$ cat src/rtl/triple_word_serializer.sv
// Triple-word serializer: accepts one {x, y, z} triple per handshake and
// emits the three words one per beat with lane index and last flag, while
// keeping a wrapping checksum of emitted words and a completed-triple count.
module triple_word_serializer #(
    parameter int unsigned WIDTH = 32,
    parameter int unsigned CNT_W = 16
) (
    input  logic             clk,
    input  logic             rst,
    input  logic             in_valid,
    output logic             in_ready,
    input  logic [WIDTH-1:0] in_x,
    input  logic [WIDTH-1:0] in_y,
    input  logic [WIDTH-1:0] in_z,
    output logic             out_valid,
    input  logic             out_ready,
    output logic [WIDTH-1:0] out_data,
    output logic [1:0]       out_lane,
    output logic             out_last,
    output logic [WIDTH-1:0] checksum,
    output logic [CNT_W-1:0] triple_cnt
);

    localparam int unsigned LANE_W = 2;

    typedef enum logic [1:0] {
        IDLE   = 2'd0,
        EMIT_X = 2'd1,
        EMIT_Y = 2'd2,
        EMIT_Z = 2'd3
    } state_t;

    state_t              r_state;
    state_t              w_next_state;

    logic [WIDTH-1:0]    r_x;
    logic [WIDTH-1:0]    r_y;
    logic [WIDTH-1:0]    r_z;

    logic                w_in_ready;
    logic                w_accept;
    logic                w_fire;

    logic                w_next_valid;
    logic [WIDTH-1:0]    w_next_data;
    logic [LANE_W-1:0]   w_next_lane;
    logic                w_next_last;

    // Upstream may hand over a new triple while idle, or while the z beat
    // is leaving, so back-to-back triples stream with no bubble.
    assign w_in_ready = (r_state == IDLE) || ((r_state == EMIT_Z) && out_ready);
    assign in_ready   = w_in_ready;
    assign w_accept   = in_valid && w_in_ready;
    assign w_fire     = out_valid && out_ready;

    // State register.
    always_ff @(posedge clk or posedge rst) begin
        if (rst) begin
            r_state <= IDLE;
        end else begin
            r_state <= w_next_state;
        end
    end

    // Next state and next registered output values.
    always_comb begin
        w_next_state = r_state;
        w_next_valid = out_valid;
        w_next_data  = out_data;
        w_next_lane  = out_lane;
        w_next_last  = out_last;

        unique case (r_state)
            IDLE: begin
                if (w_accept) begin
                    w_next_state = EMIT_X;
                end
            end
            EMIT_X: begin
                if (w_fire) begin
                    w_next_state = EMIT_Y;
                end
            end
            EMIT_Y: begin
                if (w_fire) begin
                    w_next_state = EMIT_Z;
                end
            end
            EMIT_Z: begin
                if (w_fire) begin
                    w_next_state = w_accept ? EMIT_X : IDLE;
                end
            end
            default: begin
                w_next_state = IDLE;
            end
        endcase

        // Output word follows the state being entered; a freshly accepted
        // triple supplies x straight from the input since the holding
        // registers load on the same edge.
        unique case (w_next_state)
            IDLE: begin
                w_next_valid = 1'b0;
                w_next_lane  = LANE_W'(0);
                w_next_last  = 1'b0;
            end
            EMIT_X: begin
                w_next_valid = 1'b1;
                w_next_data  = w_accept ? in_x : r_x;
                w_next_lane  = LANE_W'(0);
                w_next_last  = 1'b0;
            end
            EMIT_Y: begin
                w_next_valid = 1'b1;
                w_next_data  = r_y;
                w_next_lane  = LANE_W'(1);
                w_next_last  = 1'b0;
            end
            EMIT_Z: begin
                w_next_valid = 1'b1;
                w_next_data  = r_z;
                w_next_lane  = LANE_W'(2);
                w_next_last  = 1'b1;
            end
            default: begin
                w_next_valid = 1'b0;
                w_next_lane  = LANE_W'(0);
                w_next_last  = 1'b0;
            end
        endcase
    end

    // Registered output stage; holds steady while downstream stalls.
    always_ff @(posedge clk or posedge rst) begin
        if (rst) begin
            out_valid <= 1'b0;
            out_data  <= '0;
            out_lane  <= '0;
            out_last  <= 1'b0;
        end else begin
            out_valid <= w_next_valid;
            out_data  <= w_next_data;
            out_lane  <= w_next_lane;
            out_last  <= w_next_last;
        end
    end

    // Holding registers capture the whole triple on accept.
    always_ff @(posedge clk or posedge rst) begin
        if (rst) begin
            r_x <= '0;
            r_y <= '0;
            r_z <= '0;
        end else if (w_accept) begin
            r_x <= in_x;
            r_y <= in_y;
            r_z <= in_z;
        end
    end

    // Wrapping checksum of every word that leaves, and count of z beats.
    always_ff @(posedge clk or posedge rst) begin
        if (rst) begin
            checksum   <= '0;
            triple_cnt <= '0;
        end else if (w_fire) begin
            checksum <= checksum + out_data;
            if (out_last) begin
                triple_cnt <= triple_cnt + CNT_W'(1);
            end
        end
    end

endmodule

$ cat config.mk
export PLATFORM = sky130hd
export DESIGN_NAME = triple_word_serializer
export DESIGN_NICKNAME = d
export VERILOG_FILES = /design/src/rtl/triple_word_serializer.sv
export SDC_FILE = /design/constraint.sdc
export NUM_CORES = 1
export LEC_CHECK = 0
export ABC_AREA = 0
export ABC_CLOCK_PERIOD_IN_PS = 4900
export BUFFER_PORTS_ARGS = -buffer_cell sky130_fd_sc_hd__buf_2
export CORE_MARGIN = 1
export CORE_UTILIZATION = 35
export CTS_BUF_LIST = sky130_fd_sc_hd__clkbuf_8
export CTS_CLUSTER_SIZE = 40
export DETAILED_ROUTE_END_ITERATION = 10
export GPL_ROUTABILITY_DRIVEN = 0
export SETUP_SLACK_MARGIN = 0.5
export SYNTH_ARGS = -nofsm -noshare
export SYNTH_HDL_FRONTEND = slang
export SYNTH_SLANG_ARGS = --single-unit
$ cat constraint.sdc
create_clock -name clk -period 4.9 [get_ports clk]
set_input_delay 0 -clock clk [delete_from_list [all_inputs] [get_ports clk]]
set_output_delay 0 -clock clk [all_outputs]
set_load 0.02 [all_outputs]
# Yosys cells after proc, flatten, opt, wreduce, memory -nomap -nowiden
# Cells that the tools add are included.
[word_totals]
out_inout_bits = 85
input_bits = 100
regBits = 182
elab_cells = 40
[classes]
n_eq_ne = 6
add_sub_neg = 2
n_reduce_logical = 11
n_mux = 11
[ops]
columns = ["cell", "count"]
rows = [
  ["$pmux W32 S3", 1],
  ["$add A32 B32 Y32", 1],
  ["$mux W32", 1],
  ["$add A16 B1 Y16 const B", 1],
  ["$eq A2 B2 Y1 const B", 4],
  ["$mux W2", 4],
  ["$pmux W2 S4", 1],
  ["$pmux W2 S3", 1],
  ["$reduce_or A3 Y1", 2],
  ["$eq A2 B1 Y1 const B", 2],
  ["$logic_not A2 Y1", 2],
  ["$pmux W1 S2", 2],
  ["$logic_and A1 B1 Y1", 3],
  ["$reduce_bool A3 Y1", 1],
  ["$reduce_and A2 Y1", 1],
  ["$reduce_or A2 Y1", 1],
  ["$logic_or A1 B1 Y1", 1],
  ["$mux W1", 1],
]

# Depth between registers and ports, before layout
# Gate-level depths: netlist of run 1.
[logic_depth]
ltp_word = 10
mapped_depth = 9
mapped_depth_nobuf = 9

# Least setup slack after synthesis of run 1
# No wires, ideal clock.
[synth_timing]
kind = "register -> register"
start = "register out_data[0]"
end = "register checksum[24]"
path_slack_ns = 2.227
stages_incl_launch_ff = 10
n_path_buf = 0
arrival_ns = 2.547
required_time_ns = 4.774
period_less_slack_ns = 2.673
setup_ns = 0.126
cell_sequence = "dfrtp_1 -> ha_1 -> fa_1 -> a21o_1 -> a221oi_2 -> o211a_4 -> or3b_1 -> and2_1 -> o21ai_0 -> a221o_1"
[synth_via]
elab_chain_cells = 1
[synth_rtl]
columns = ["element", "line_no", "text"]
rows = [
  ["start: declaration", "17", "output logic [WIDTH-1:0] out_data,"],
  ["start signal: assignment", "143", "out_data <= w_next_data;"],
  ["$add A32 B32 Y32", "168", "checksum <= checksum + out_data;"],
  ["end signal: assignment", "168", ""],
  ["end: declaration", "20", "output logic [WIDTH-1:0] checksum,"],
]
# No other way between the ends.
# A chain may end at the register's enable or synchronous reset.

# Worst setup path after layout of run 1
# Same ends and word-level chain as after synthesis.

==> run_results.csv, run 1 <==
group,metric,value,unit
synthesis,synth_area_leader_cell,"dfrtp_1",
sta,post-route-period-util,0.587,
cts,cts.sinks,182,
placed_design,place_area,10400,um^2
finish,design_area,11800,um^2
floorplanning,start_util,0.359,
sta,rsz0062_at_grt,"no",
sta,finalSetupViolCount,0,
placed_design,dp_hpwl,15700,um
drt,ant_nets,0,
synthesis,ys_async_sr_fraction,1.00,
critical_path,cp.arrival,3.21,ns
synthesis,syn_inst,817,
run_status,outcome,"complete, no violations",
floorplanning,ios,185,
critical_path,critical_path_buf_inv_count,0,
global_routing,overflow,0,
cts,h-tree-depth,4,
cts,cts_root_buffer,"clkbuf_8",
critical_path,crit_path_end_kind,"flip-flop",
synthesis,yosysTopAreaCellShare,0.501,
critical_path,crit_required,5.23,ns
synthesis,ys_ff_latch,182,
power,p_leak,5.42,nW
sta,drv_slew,0,
synthesis,synth_area,9090,um^2
min_path,min_path_type,"input pin to flip-flop",
synthesis,synth_area_leaders,"dfrtp_1 50%, mux2_2 12%, ha_1 4.4%, mux2i_1 3.6%, o21ai_0 3.5%",
synthesis,avgSynthCellArea,11.1,um^2
critical_path,crit_chain,"ha_1 > fa_1 > a21o_1 > a221oi_2 > o211a_4 > or3b_1 > and2_1 > o21ai_0 > a221o_1",
global_routing,grt_max_degree,183,
synthesis,syn-num-nets,950,
cts,cts_buffers,17,
global_routing,track_usage,0.181,
critical_path,cp-start-kind,"flip-flop",
finish,final_nets,1217,
critical_path,critPathMaxStageDelay,0.44,ns
drt,wl_per_cell,16.3,um
drt,drt_iter0_drc,364,
sta,clock.fmax,348,MHz
drt,wirelength,23300,um
critical_path,cp_top_family,"compound AO/OA/AOI/OAI gates",
sta,finalClockSkew,0.0282,ns
floorplanning,die_w,163,um
sta,fin_setup_tns,0,ns
sta,whs,0.0821,ns
sta,hold_viol,0,
drt,vias,7005,
global_routing,grt_pass1_wl,37400,um
synthesis,synthFlopType,"dfrtp_1",
finish,synthToLayoutAreaGrowth,29.4,%
cts,cts_tree,"done",
finish,drive_above_1_share,0.303,
cts,post_cts.repair.setup_buffers,0,
drt,drc_errors,0,
sta,layout_min_cycle_time,2.88,ns
sta,slew-limit-headroom,0.334,
critical_path,slowest_stage,"a221oi_2",
global_routing,antenna_found_initial,2,
power,finalPower,8.81,mW
placed_design,place_inst,1298,
flow_run,cap_violations,0,
floorplanning,core,25300,um^2
synthesis,yosys-top-cells-count,"182 x dfrtp_1, 97 x mux2_2, 68 x nand2_1",
synthesis,synthMostInstantiatedCell,"dfrtp_1",
drt,firstDrtPassIters,4,
critical_path,cp_max_fo,5,
finish,fin_util,0.465,
finish,stdcell_count,1426,
synthesis,ys_warn_count,0,
floorplanning,die_area,26600,um^2
floorplanning,row_count,58,
global_routing,grt_pass1_vias,7137,
drt,via_per_inst,4.91,
critical_path,critPathKind,"flip-flop to flip-flop",
floorplanning,floorplan.die.height,163,um
placed_design,port_buffers,184,
placed_design,preCtsSetupSlack,2.04,ns
power,powerDensity,749,nW/um^2
cts,clk_latency,0.46,ns
cts,clockBufferDepth,2,
sta,fin_ws,2.02,ns
synthesis,synth_cell_type_count,54,
sta,max_slew.worst_pin.slew,1.00,ns
cts,path_clk_slew,0.10,ns
synthesis,yosysSeqAreaShare,0.501,
synthesis,synth_edf_count,0,
power,ir_worst_vdd,0.000361,V
-- logic make-up after synthesis --
family                   Yosys count  share of synthesized area
flip-flops                       182                      0.501
AO/OA/AOI/OAI                    190                      0.135
XOR/XNOR                          39                     0.0384
multiplexers                     130                      0.156
AND/OR/NAND/NOR                  191                      0.102
adder cells (fa/ha/maj)           33                     0.0462
buffers and inverters             52                     0.0217
-- power by group --
part	internal (mW)	switching, mW
clock	0.560	0.567
combinational	2.11	2.87
sequential	2.25	0.459
-- routing by layer --
metal / up-vias / global-route usage / wire length, um
met5: - / 0 / 13
met4: 2 / 0.0514 / 302
met3: 20 / 0.0437 / 1270
met2: 148 / 0.295 / 11100
met1: 3361 / 0.238 / 10600
li1: 3474 / - / -
-- layout make-up --
class	count	area, um^2
fill	2387	13600
sequential	182	4550
multi-input combinational	583	4360
timing repair buffer	288	1960
tap	330	413
clock buffer	17	234
clock inverter	13	194
inverter	12	48.8
antenna	1	2.50
-- worst reg2reg max path, delay by kind of cell, from the launching register on --
kind	cells	cell delay, ns
and+or+nand+nor	2	0.37
DFF	1	0.41
AOI/OAI and AO/OA	5	1.33
adders and majority gates	2	0.66
-- repair_timing --
action,CTS,global route
endpoints found under the hold margin,310,0
endpoints found under the setup margin,0,0
gates resized for setup,0,0
hold buffers,97,0
-- worst paths after layout --
| path | start | to | slack (ns) | cells past startpoint |
|---|---|---|---|---|
| worst min-delay path | out_ready | checksum[31] | 0.08 | 4 |
| max in group asynchronous | rst | r_y[30] | 3.77 | 4 |
| worst min register to register | triple_cnt[15] | triple_cnt[15] | 0.47 | 1 |
| worst max register to register | out_data[0] | checksum[24] | 2.02 | 9 |
| worst max-delay path | out_data[0] | checksum[24] | 2.02 | 9 |
| min in group asynchronous | rst | r_z[14] | 0.39 | 4 |
-- flip-flops by register name, indices dropped and copies added, names as in the netlist --
register and flops:
out_last 1, r_y 32, out_valid 1, out_data 32
r_x 32, out_lane 2, r_state 2, triple_cnt 16
r_z 32, checksum 32
-- cell usage in the layout (no fill, tap or decap), types with 8 or more instances in the layout --
master	netlist	final
a21o_1	11	11
a21oi_1	35	35
and3_1	8	8
buf_2	2	184
clkbuf_8	0	17
dfrtp_1	182	182
dlygate4sd3_1	0	97
ha_1	32	32
inv_1	12	10
mux2_2	97	97
mux2i_1	33	33
nand2_1	68	66
nand2b_1	34	34
nand3_1	16	16
nor2_1	32	32
nor3_1	9	9
o211ai_1	37	37
o21ai_0	63	63
xnor2_1	26	26
xor2_1	12	12
Power figures use the tool's default switching activity.
==> inputs of run 2 (changes only) <==
--- a/config.mk
+++ b/config.mk
@@ -6,7 +6,7 @@
 export NUM_CORES = 1
 export LEC_CHECK = 0
 export ABC_AREA = 0
-export ABC_CLOCK_PERIOD_IN_PS = 4900
+export ABC_CLOCK_PERIOD_IN_PS = 2800
 export BUFFER_PORTS_ARGS = -buffer_cell sky130_fd_sc_hd__buf_2
 export CORE_MARGIN = 1
 export CORE_UTILIZATION = 35
==> constraint.sdc (replaced) <==
create_clock -name clk -period 2.8 [get_ports clk]
set_input_delay 0 -clock clk [delete_from_list [all_inputs] [get_ports clk]]
set_output_delay 0 -clock clk [all_outputs]
set_load 0.02 [all_outputs]
==> run 2 against run 1 <==
Effect of this change:
- maximum frequency grew 18%
- sequential share of layout area shrank 2.8 points
- clock skew shrank 0.0071 ns
- wire length grew 11%
- count of clock-buffer cells in the layout is the same
- flip-flop and latch count is the same
- combinational power grew 120%
- power grew 100%
- largest power group unchanged
- highest routed layer is now met4
==> run_results.csv, run 2 (synthesis gave the netlist of run 1 again) <==
group,metric,value,unit
run_status,outcome,"complete, no violations",
finish,final_common_cell,"buf_2",
cts,clk_latency,0.48,ns
cts,cts_tree,"done",
floorplanning,row_count,58,
global_routing,grt_max_degree,83,
placed_design,place_area,10700,um^2
sta,max_slew.worst_pin.slew,0.694,ns
cts,clockBufferDepth,2,
cts,path_clk_slew,0.11,ns
sta,whs,0.128,ns
critical_path,timing.rr.start,"out_data[1]",
sta,rsz0062_at_grt,"yes",
sta,drv_slew,0,
sta,post-route-period-util,0.871,
global_routing,antenna_found_initial,0,
sta,finalSetupViolCount,0,
finish,design_area,12700,um^2
sta,layout_min_cycle_time,2.44,ns
critical_path,cp_max_fo,4,
drt,ant_nets,0,
drt,drc_errors,0,
cts,cts_buffers,17,
drt,firstDrtPassIters,5,
global_routing,grt_pass1_wl,39800,um
power,p_leak,5.72,nW
drt,wl_per_cell,17.5,um
drt,vias,7407,
critical_path,r2r_end,"checksum[27]",
global_routing,overflow,0,
floorplanning,die_w,163,um
cts,cts.sinks,182,
critical_path,crit_path_end_kind,"flip-flop",
min_path,hp-start,"in_valid",
power,finalPower,17.7,mW
finish,drive_above_1_share,0.401,
floorplanning,start_util,0.359,
critical_path,cp.arrival,2.86,ns
finish,final_nets,1266,
power,pwr-share-clk,0.114,
min_path,min_path_type,"input pin to flip-flop",
global_routing,grt_pass1_vias,7295,
power,combPwrFrac,0.607,
sta,slew-limit-headroom,0.537,
sta,clock.fmax,410,MHz
critical_path,crit_required,3.23,ns
power,powerDensity,1390,nW/um^2
floorplanning,die_area,26600,um^2
critical_path,critPathKind,"flip-flop to flip-flop",
power,switching_share,0.442,
placed_design,port_buffers,184,
critical_path,worst-r2r-setup-slack,0.36,ns
floorplanning,core,25300,um^2
drt,wirelength,25800,um
drt,drt_iter0_drc,459,
placed_design,dp_hpwl,17900,um
finish,antennaDiodeCount,0,
power,p_int,9.90,mW
finish,synthToLayoutAreaGrowth,40.2,%
floorplanning,floorplan.die.height,163,um
flow_run,cap_violations,0,
critical_path,endpoint,"checksum[27]",
drt,via_per_inst,5.02,
cts,h-tree-depth,4,
finish,layout_common_cells,"184 x buf_2, 161 x dfrtp_1, 98 x dlygate4sd3_1",
critical_path,cp-start-kind,"flip-flop",
floorplanning,ios,185,
sta,finalClockSkew,0.0211,ns
critical_path,startpoint,"out_data[1]",
power,p_seq_frac,0.279,
critical_path,rr_worst_depth,9,
power,switchingPower,7.83,mW
cts,cts_root_buffer,"clkbuf_8",
sta,fin_setup_tns,0,ns
finish,fin_util,0.503,
global_routing,track_usage,0.195,
sta,hold_viol,0,
power,ir_worst_vdd,0.000556,V
-- run 2: cell count changes in the layout (fill, tap and decap cells not counted), moves of 8 or more --
cell	before	now
a21oi_1	35	27
buf_4	6	46
dfrtp_1	182	161
dfrtp_2	0	21
ha_1	32	10
ha_4	0	19
o21ai_0	63	52
o21ai_1	7	15
-- run 2: metal layers --
| layer | up-vias | GRT usage | wire length [um] |
|---|---|---|---|
| met5 | - | 0 | 0 |
| met4 | 0 | 0.0446 | 229 |
| met3 | 19 | 0.0444 | 1210 |
| met2 | 177 | 0.310 | 12100 |
| met1 | 3626 | 0.270 | 12300 |
| li1 | 3585 | - | - |
-- run 2: area by class of cell --
| type | instances | area (um^2) |
|---|---|---|
| tap | 330 | 413 |
| clock buffer | 17 | 234 |
| fill | 2250 | 12600 |
| timing repair buffer | 337 | 2400 |
| multi-input combinational | 583 | 4870 |
| inverter | 12 | 48.8 |
| sequential | 182 | 4580 |
| clock inverter | 15 | 201 |
-- run 2: metrics by stage --
stage | setup WS [ns] | cells
after detailed placement | 0.252 | 1310
after global routing | 0.277 | 1476
final | 0.362 | 1476
after floorplan | 0.265 | 817
after CTS | 0.360 | 1466
after global placement | 0.317 | 1310
-- run 2: critical path, cell delays in order (launching register included) --
cell and delay [ns]:
dfrtp_2 0.47, ha_4 0.26, a211oi_4 0.28, o21bai_4 0.10
o211ai_1 0.19, buf_4 0.16, a31oi_4 0.11, a211o_1 0.38
a2111o_1 0.38, nand3_1 0.07
-- run 2: how the worst min path moves through the flow --
stage               slack (ns)            to  depth (start not counted)
finish                    0.13       r_z[27]                          4
floorplan                 0.15       r_z[13]                          1
detailed placement        0.22  checksum[27]                          3
CTS                       0.04       r_z[26]                          3
global route              0.09       r_z[27]                          4
global placement          0.23  checksum[26]                          3
-- run 2: power by group through the flow --
stage,combinational (mW),clock [mW],sequential (mW)
4_1_cts,10.3,2.08,4.89
5_1_grt,11.8,2.18,5.10
3_3_place_gp,9.35,0,4.90
3_5_place_dp,9.37,0,4.94
2_1_floorplan,6.32,0,5.27
6_report,10.8,2.02,4.94
-- run 2: timing repair --
item,CTS,global route
cloned,0,0
setup buffers,26,10
endpoints found under the hold margin,308,0
hold buffers,98,0
pin swaps,29,35
endpoints found under the setup margin,15,30
gates resized for setup,35,39
